===== config.mk =====
export PLATFORM = sky130hd
export DESIGN_NAME = forward_hazard_unit_flat
export DESIGN_NICKNAME = d
export VERILOG_FILES = /design/src/rtl/mips_pkg.sv /design/src/rtl/forward_hazard_unit_if.sv /design/src/rtl/fwd_select.sv /design/src/rtl/forward_hazard_unit.sv /design/src/flat_wrapper.sv
export SDC_FILE = /design/constraint.sdc
export NUM_CORES = 1
export LEC_CHECK = 0
export ABC_AREA = 1
export CAP_MARGIN = 20
export CORE_UTILIZATION = 47
export DETAILED_ROUTE_END_ITERATION = 10
export PLACE_DENSITY = 0.75
export SETUP_SLACK_MARGIN = 0.02
export SLEW_MARGIN = 20
export SYNTH_ARGS = -nofsm -noshare
export SYNTH_HDL_FRONTEND = slang
export SYNTH_SLANG_ARGS = --single-unit

===== constraint.sdc =====
create_clock -name clk -period 1.4 [get_ports clk]
set_clock_uncertainty 0.05 [all_clocks]
set_input_delay 0.21 -clock clk [delete_from_list [all_inputs] [get_ports clk]]
set_output_delay 0.21 -clock clk [all_outputs]
set_load 0.1 [all_outputs]

===== src/rtl/mips_pkg.sv =====
// Shared types and constants for the MIPS pipeline hazard logic.
package mips_pkg;
  typedef logic [4:0] reg_idx_t;
  typedef logic [1:0] fwd_t;

  localparam fwd_t     FWD_RF   = 2'b00;
  localparam fwd_t     FWD_WB   = 2'b01;
  localparam fwd_t     FWD_MEM  = 2'b10;
  localparam reg_idx_t REG_ZERO = 5'd0;

  typedef struct packed {
    reg_idx_t rs;
    reg_idx_t rt;
    reg_idx_t dst;
    logic     regwrite;
    logic     memtoreg;
  } ex_stage_t;

  typedef struct packed {
    reg_idx_t dst;
    logic     regwrite;
    logic     memtoreg;
  } mem_stage_t;

  typedef struct packed {
    reg_idx_t dst;
    logic     regwrite;
  } wb_stage_t;
endpackage


===== src/rtl/forward_hazard_unit_if.sv =====
// ID-stage decode in, forwarding/stall controls out.
interface forward_hazard_unit_if import mips_pkg::*; #(parameter int STALL_CNT_W = 16);
  reg_idx_t               rs_D;
  reg_idx_t               rt_D;
  reg_idx_t               dst_D;
  logic                   regwrite_D;
  logic                   memtoreg_D;
  logic                   flush_in;
  fwd_t                   Forward_RSE;
  fwd_t                   Forward_RTE;
  logic                   stall_F;
  logic                   stall_D;
  logic                   flush_E;
  logic [STALL_CNT_W-1:0] stall_count;

  modport master (
    output rs_D, rt_D, dst_D, regwrite_D, memtoreg_D, flush_in,
    input  Forward_RSE, Forward_RTE, stall_F, stall_D, flush_E, stall_count
  );

  modport slave (
    input  rs_D, rt_D, dst_D, regwrite_D, memtoreg_D, flush_in,
    output Forward_RSE, Forward_RTE, stall_F, stall_D, flush_E, stall_count
  );
endinterface


===== src/rtl/fwd_select.sv =====
// Forward source select for one EX operand; MEM beats WB, $zero never forwards.
module fwd_select import mips_pkg::*; (
  input  reg_idx_t src,
  input  reg_idx_t dst_m,
  input  logic     regwrite_m,
  input  logic     memtoreg_m,
  input  reg_idx_t dst_w,
  input  logic     regwrite_w,
  output fwd_t     fwd
);
  always_comb begin
    fwd = FWD_RF;
    // A load in MEM has no data yet; the load-use stall delays the consumer to meet it in WB.
    if (src != REG_ZERO && regwrite_m && !memtoreg_m && dst_m == src)
      fwd = FWD_MEM;
    else if (src != REG_ZERO && regwrite_w && dst_w == src)
      fwd = FWD_WB;
  end
endmodule


===== src/rtl/forward_hazard_unit.sv =====
// Shadow EX/MEM/WB tracking, operand forward selects and load-use stall generation.
module forward_hazard_unit import mips_pkg::*; #(
  parameter int STALL_CNT_W = 16
) (
  input logic                  clk,
  input logic                  rst,
  forward_hazard_unit_if.slave hz
);
  ex_stage_t              e;
  mem_stage_t             m;
  wb_stage_t              w;
  logic [STALL_CNT_W-1:0] cnt;
  logic                   lwstall;
  logic                   flush_e;
  reg_idx_t [1:0]         src;
  fwd_t     [1:0]         fwd;

  assign src = {e.rt, e.rs};

  generate
    for (genvar g = 0; g < 2; g++) begin : g_op
      fwd_select u_sel (
        .src        (src[g]),
        .dst_m      (m.dst),
        .regwrite_m (m.regwrite),
        .memtoreg_m (m.memtoreg),
        .dst_w      (w.dst),
        .regwrite_w (w.regwrite),
        .fwd        (fwd[g])
      );
    end
  endgenerate

  assign lwstall = e.memtoreg && e.regwrite && e.dst != REG_ZERO &&
                   (e.dst == hz.rs_D || e.dst == hz.rt_D);
  assign flush_e = lwstall || hz.flush_in;

  assign hz.Forward_RSE = fwd[0];
  assign hz.Forward_RTE = fwd[1];
  assign hz.stall_F     = lwstall;
  assign hz.stall_D     = lwstall;
  assign hz.flush_E     = flush_e;
  assign hz.stall_count = cnt;

  always_ff @(posedge clk) begin
    if (rst) begin
      e   <= '0;
      m   <= '0;
      w   <= '0;
      cnt <= '0;
    end else begin
      w <= '{dst: m.dst, regwrite: m.regwrite};
      m <= '{dst: e.dst, regwrite: e.regwrite, memtoreg: e.memtoreg};
      if (flush_e) e <= '0;
      else         e <= '{rs: hz.rs_D, rt: hz.rt_D, dst: hz.dst_D,
                          regwrite: hz.regwrite_D, memtoreg: hz.memtoreg_D};
      if (lwstall && cnt != '1) cnt <= cnt + 1'b1;
    end
  end
endmodule


===== src/flat_wrapper.sv =====
// flat-port wrapper written by rule: the top's interface ports become plain ports
module forward_hazard_unit_flat import mips_pkg::*;
#(
  parameter int STALL_CNT_W = 16
)
  (clk, rst, hz_rs_D, hz_rt_D, hz_dst_D, hz_regwrite_D, hz_memtoreg_D, hz_flush_in, hz_Forward_RSE, hz_Forward_RTE, hz_stall_F, hz_stall_D, hz_flush_E, hz_stall_count);
  forward_hazard_unit_if #(.STALL_CNT_W(STALL_CNT_W)) hz_i ();
  input logic clk;
  input logic rst;
  input wire logic [$bits(hz_i.rs_D)-1:0] hz_rs_D;
  input wire logic [$bits(hz_i.rt_D)-1:0] hz_rt_D;
  input wire logic [$bits(hz_i.dst_D)-1:0] hz_dst_D;
  input wire logic [$bits(hz_i.regwrite_D)-1:0] hz_regwrite_D;
  input wire logic [$bits(hz_i.memtoreg_D)-1:0] hz_memtoreg_D;
  input wire logic [$bits(hz_i.flush_in)-1:0] hz_flush_in;
  output wire logic [$bits(hz_i.Forward_RSE)-1:0] hz_Forward_RSE;
  output wire logic [$bits(hz_i.Forward_RTE)-1:0] hz_Forward_RTE;
  output wire logic [$bits(hz_i.stall_F)-1:0] hz_stall_F;
  output wire logic [$bits(hz_i.stall_D)-1:0] hz_stall_D;
  output wire logic [$bits(hz_i.flush_E)-1:0] hz_flush_E;
  output wire logic [$bits(hz_i.stall_count)-1:0] hz_stall_count;
  assign hz_i.rs_D = hz_rs_D;
  assign hz_i.rt_D = hz_rt_D;
  assign hz_i.dst_D = hz_dst_D;
  assign hz_i.regwrite_D = hz_regwrite_D;
  assign hz_i.memtoreg_D = hz_memtoreg_D;
  assign hz_i.flush_in = hz_flush_in;
  assign hz_Forward_RSE = hz_i.Forward_RSE;
  assign hz_Forward_RTE = hz_i.Forward_RTE;
  assign hz_stall_F = hz_i.stall_F;
  assign hz_stall_D = hz_i.stall_D;
  assign hz_flush_E = hz_i.flush_E;
  assign hz_stall_count = hz_i.stall_count;
  forward_hazard_unit #(.STALL_CNT_W(STALL_CNT_W)) u_core (.clk(clk), .rst(rst), .hz(hz_i));
endmodule

* Word-level counts from Yosys, hierarchy flattened
Cells that the tools add are included.
** Storage, ports and cells
- Input bits :: 20
- Word-level logic and storage cells :: 44
- Output and inout port bits :: 23
- Bits in registers :: 46
** Operators by class
- Muxes and demuxes :: 4
- Eq/ne operators :: 7
- Reductions and logical operators :: 21
- Add/subtract/negate cells :: 1
** Operators by type and width (count)
- 5-bit == test :: 6
- 16-bit by 1-bit adder with 16-bit output (second input constant) :: 1
- 16-bit inequality test (second input constant) :: 1
- 5-bit nonzero test :: 3
- 1-bit logical AND :: 14
- 2-bit 2-to-1 mux :: 2
- 1-bit logical OR :: 2
- 1-bit 2-to-1 mux :: 2
- 2-bit OR reduction :: 1
- 1-bit logical NOT :: 1

* Longest topological paths before layout
- Depth in word-level cells :: 5
- Mapped depth :: 11
- Gate-level depth less buffers :: 10

* Cells and area by module
From an unflattened synthesis, not the netlist that was laid out.
** Unflattened totals
- Cells, all modules :: 427
- Area total of the unflattened synthesis :: 2643.8 um2
** By module, submodules not included
- forward_hazard_unit :: area each 2108.3 um2, times used 1, cells an instance 305, seq. area each 920.9 um2
- fwd_select :: area each 267.8 um2, times used 2, cells an instance 61, seq. area each 0.0 um2

* Worst setup path before layout
Ideal clock, no wire load.
- Path kind :: register -> output
- From :: register u_core.m[1] (netlist name)
- To :: output port hz_Forward_RTE[0]
- Arrival time :: 4181 ps
- Path slack :: -3041 ps
- Required time :: 1140 ps
- Buffers on the path :: 0
- Cell stages (with the launch flop) :: 7
- Cell sequence :: dfxtp_1 -> inv_1 -> or2_2 -> a21oi_1 -> o2111ai_1 -> nor3_1 -> nor2_1
** Between the ends
- Word-level cells in the longest chain between the ends :: 4
** RTL lines
- start, declared :: line forward_hazard_unit.sv:10 : mem_stage_t m;
- start signal, assigned :: line forward_hazard_unit.sv:53 : m <= '{dst: e.dst, regwrite: e.regwrite, memtoreg: e.memtoreg};
- 1-bit logical AND (3 in a row) :: line fwd_select.sv:14 : if (src != REG_ZERO && regwrite_m && !memtoreg_m && dst_m == src)
- 2-bit 2-to-1 mux :: line fwd_select.sv:14
- end, declared :: line flat_wrapper.sv:17 : output wire logic [$bits(hz_i.Forward_RTE)-1:0] hz_Forward_RTE;
Every way passes these cells.

* Worst setup path in the final report
- From :: register u_core.e[8] (netlist name)
- To :: output port hz_Forward_RTE[0]
** Between the ends
- Word-level cells in the longest chain between the ends :: 5
- Elaborated cells between the ends (all ways) :: 10
- Those cells by class :: eq/ne: 2; mux: 2; reduce/logical: 6
** RTL lines
- start, declared :: line forward_hazard_unit.sv:9 : ex_stage_t e;
- start signal, assigned :: line forward_hazard_unit.sv:55 : else e <= '{rs: hz.rs_D, rt: hz.rt_D, dst: hz.dst_D,
- 5-bit nonzero test :: line fwd_select.sv:14, fwd_select.sv:16
- 1-bit logical AND (on tied branches) (2 in a row) :: line fwd_select.sv:16, fwd_select.sv:14
- 1-bit 2-to-1 mux / 1-bit logical AND (equally long branches) :: line fwd_select.sv:16, fwd_select.sv:14
- 2-bit 2-to-1 mux (*) :: line fwd_select.sv:14
Every way passes the cells marked *; elsewhere a longest branch is shown, timed or not.

==> impl_results.md <==
- Area grow syn2layout: 81.7%
- Worst endpoint required time: between 1 and 1.5 ns
- Largest net degree at the start of global routing: 25
- Die span in y: 74.1 microns
- Post-layout worst setup margin: -0.650 ns
- Cell area after synthesis: ~2400 sq um
- Die ar.: around 5500 sq um
- Slew Viols, Final: 0
- Syn_area_per_cell: 6.58 sq um
- Ant. Diodes: 0
- Fill count: 156
- IO Port Bufs: 42
- CP Capture Type: output pin
- Max_cap viols: 0
- Reg clk slew, reported paths: 0.12 ns
- Final Util: between 90% and 100%
- Maximum fanout along the worst path: 3
- Detailed Route Iter0 Violations: between 500 and 600
- Relative slew slack: 69.5%
- # IOs: between 40 and 50
- Leak: roughly 1.9 nW
- Max Fclk: 488 MHz
- Clk root buf: clkbuf_8
- Cts bufs inserted: 5
- TritonCTS clock tree: yes
- Worst VDD drop: around 0.57 mV
- GRT Util Overall: between 30% and 40%
- DIE WIDTH: about 74 microns
- Final period utilization: 146%
- Crit Path Category: flip-flop to output pin
- Clock net sink count: 46
- Final Instance Area: approximately 4400 sq um
- Routed vias: approximately 3300
- Status: finished, violations left
- Grt ovf: 0
- Post-DR wirelength/cell: about 21 microns
- Power per cell area: between 600 and 700 nW/um^2
- Design Power: 0.00274 W
- Share of layout cells above drive strength 1: around half
- Post-Syn Instances: ~370
- # DRC: 0
- Sequential area share after synthesis: a little under two fifths
- Slew @ Worst Pin: between 0.4 and 0.5 ns
- # H-tree levels: 2
- Setup violators final: 40
- HP Class: input port to flip-flop
- RSZ-0062 raised after global routing: yes
- Final WL: about 12000 microns
- First-pass GRT wire length: between 10000 and 15000 microns
- NumNets Final: 500
- Clock Tree Buf Depth: 2
- Vias in the first global route: ~2900
- Placed insts: just over 500
- Initial antenna violation count: 0
- Final hold vios: 0
- Failing checks: setup timing
- Worst EP arrival: between 1.5 and 2 ns
- Area after DPL: approximately 3700 sq um
- DR vias/cell: around 6
- Clk_lat worst skew: ~0.32 ns
- Detailed Routing Iterations Pass 1: 7
- Cell Count, Final, Fillers Out: around 550
- Core area: a little under 5000 sq um
- Critical path launch point type: flip-flop
- Flops & latches, synth: 46
- Final GP Congestion: a little under 0.9
- Number of library cell types mapped by synthesis: 30
- Site row count: 25
- Min Tclk post-route: around 2.0 ns
- Post-synth net total: 392
- Initial Util: 50.3%
- Count of warnings emitted by yosys: 0
- Dpl hpwl: approximately 4700 microns
- Post-route ant nets: 0
==> cell usage after synthesis <==
cell type	instances	area share (%)
xor2_1	5	1.8
buf_6	3	1.4
and2_0	1	0.26
xnor2_1	4	1.4
nand2_2	2	0.51
dfxtp_1	46	38
nand3_4	2	1.4
nand3_1	22	4.5
o2111ai_1	2	0.72
nor2_4	2	0.92
nand2_1	80	12
nor3_1	3	0.62
buf_2	2	0.41
inv_2	4	0.62
nand2_4	1	0.46
o22ai_1	4	1.0
buf_4	3	0.92
nor4_1	2	0.51
a21oi_1	5	1.0
clkbuf_1	3	0.46
a211oi_1	1	0.31
o221ai_1	1	0.36
nor2_1	72	11
nor2_2	8	2.1
nand3_2	1	0.41
ha_1	1	0.51
or2_2	2	0.51
inv_1	66	10
o21ai_0	7	1.4
nand4_1	16	4.1
==> per-stage QoR <==
step,setup WS [ns],setup TNS (ns),hold slack (ns)
floorplan,-0.839,-7.36,0.272
global placement,-0.430,-12.72,0.361
detailed placement,-0.459,-14.07,0.366
CTS,-0.576,-5.87,0.261
global route,-0.720,-14.08,0.169
finish,-0.650,-12.92,0.176
==> per-layer routing <==
layer | up-vias | routed length, microns | global-route usage [%]
li1 | 1360 | - | -
met1 | 1508 | 4150 | 41.2
met2 | 305 | 5520 | 57.8
met3 | 107 | 1150 | 5.83
met4 | 0 | 810 | 11.1
met5 | - | 0 | 0
==> worst paths after layout <==
kind,startpoint,to,slack (ns),cells past startpoint
max,u_core.e[8],hz_Forward_RTE[0],-0.65,7
min,hz_rs_D[1],u_core.e[13],0.18,3
max reg2reg,u_core.e[6],u_core.hz.stall_count[0],-0.45,9
min reg2reg,u_core.e[0],u_core.m[0],0.43,2
==> power by group <==
part | total, W | internal (W) | leakage [nW] | switching, W
combinational | 0.000478 | 0.000200 | 1.44 | 0.000278
sequential | 0.00134 | 0.00130 | 0.392 | 0.0000363
clock | 0.000923 | 0.000373 | 0.0495 | 0.000550
total | 0.00274 | 0.00188 | 1.88 | 0.000864
==> layout make-up <==
| cell class | instances | area [sq um] | area share, % |
|---|---|---|---|
| multi-input combinational | 246 | 1690 | 38.1 |
| timing repair buffer | 110 | 1280 | 29.0 |
| sequential | 46 | 1000 | 22.6 |
| inverter | 70 | 279 | 6.29 |
| tap | 67 | 83.8 | 1.89 |
| clock buffer | 5 | 68.8 | 1.55 |
| clock inverter | 3 | 26.3 | 0.593 |
==> state kept, by name (all words and copies together) (netlist names) <==
| register | count |
|---|---|
| u_core.w | 6 |
| u_core.hz.stall_count | 16 |
| u_core.m | 7 |
| u_core.e | 17 |
==> critical path: stages, from the launching register on <==
cell and delay [ns]:
dfxtp_1 0.35, inv_1 0.12, nand2_1 0.09, nor4_2 0.35, buf_4 0.21, nor3_4 0.05
nor2_4 0.12, buf_12 0.18
==> logic make-up after synthesis <==
family                     share of synthesized area, %
AOI/OAI and AO/OA                                  4.87
DFF                                                37.7
buffers and inverters                              13.9
xor gates and xnor gates                           3.23
and+or+nand+nor                                    39.7
adders and majority gates                         0.513
==> placed cells by master (no fill, tap or decap), drive strengths merged, types with 3 or more instances in the layout <==
cell type      netlist  final
a21oi                5      5
buf                  8     91
clkbuf               3      5
clkdlybuf4s50        0     11
dfxtp               46     46
dlygate4sd2          0      3
dlymetal6s2s         0      5
inv                 70     72
nand2               83     83
nand3               25     27
nand4               16     16
nor2                82     82
nor3                 3      3
o21ai                7      7
o22ai                4      4
xnor2                4      4
xor2                 5      5
==> what timing repair did <==
item                       in CTS  in global routing
hold endpoints to repair        0                  0
buffers inserted               12                  6
setup endpoints to repair      40                 40
gates resized for setup        34                 82
hold buffers                    0                  0
gates cloned                    5                  0
pin swaps                      32                 28
Note: power is estimated with default switching activity, not from simulation.
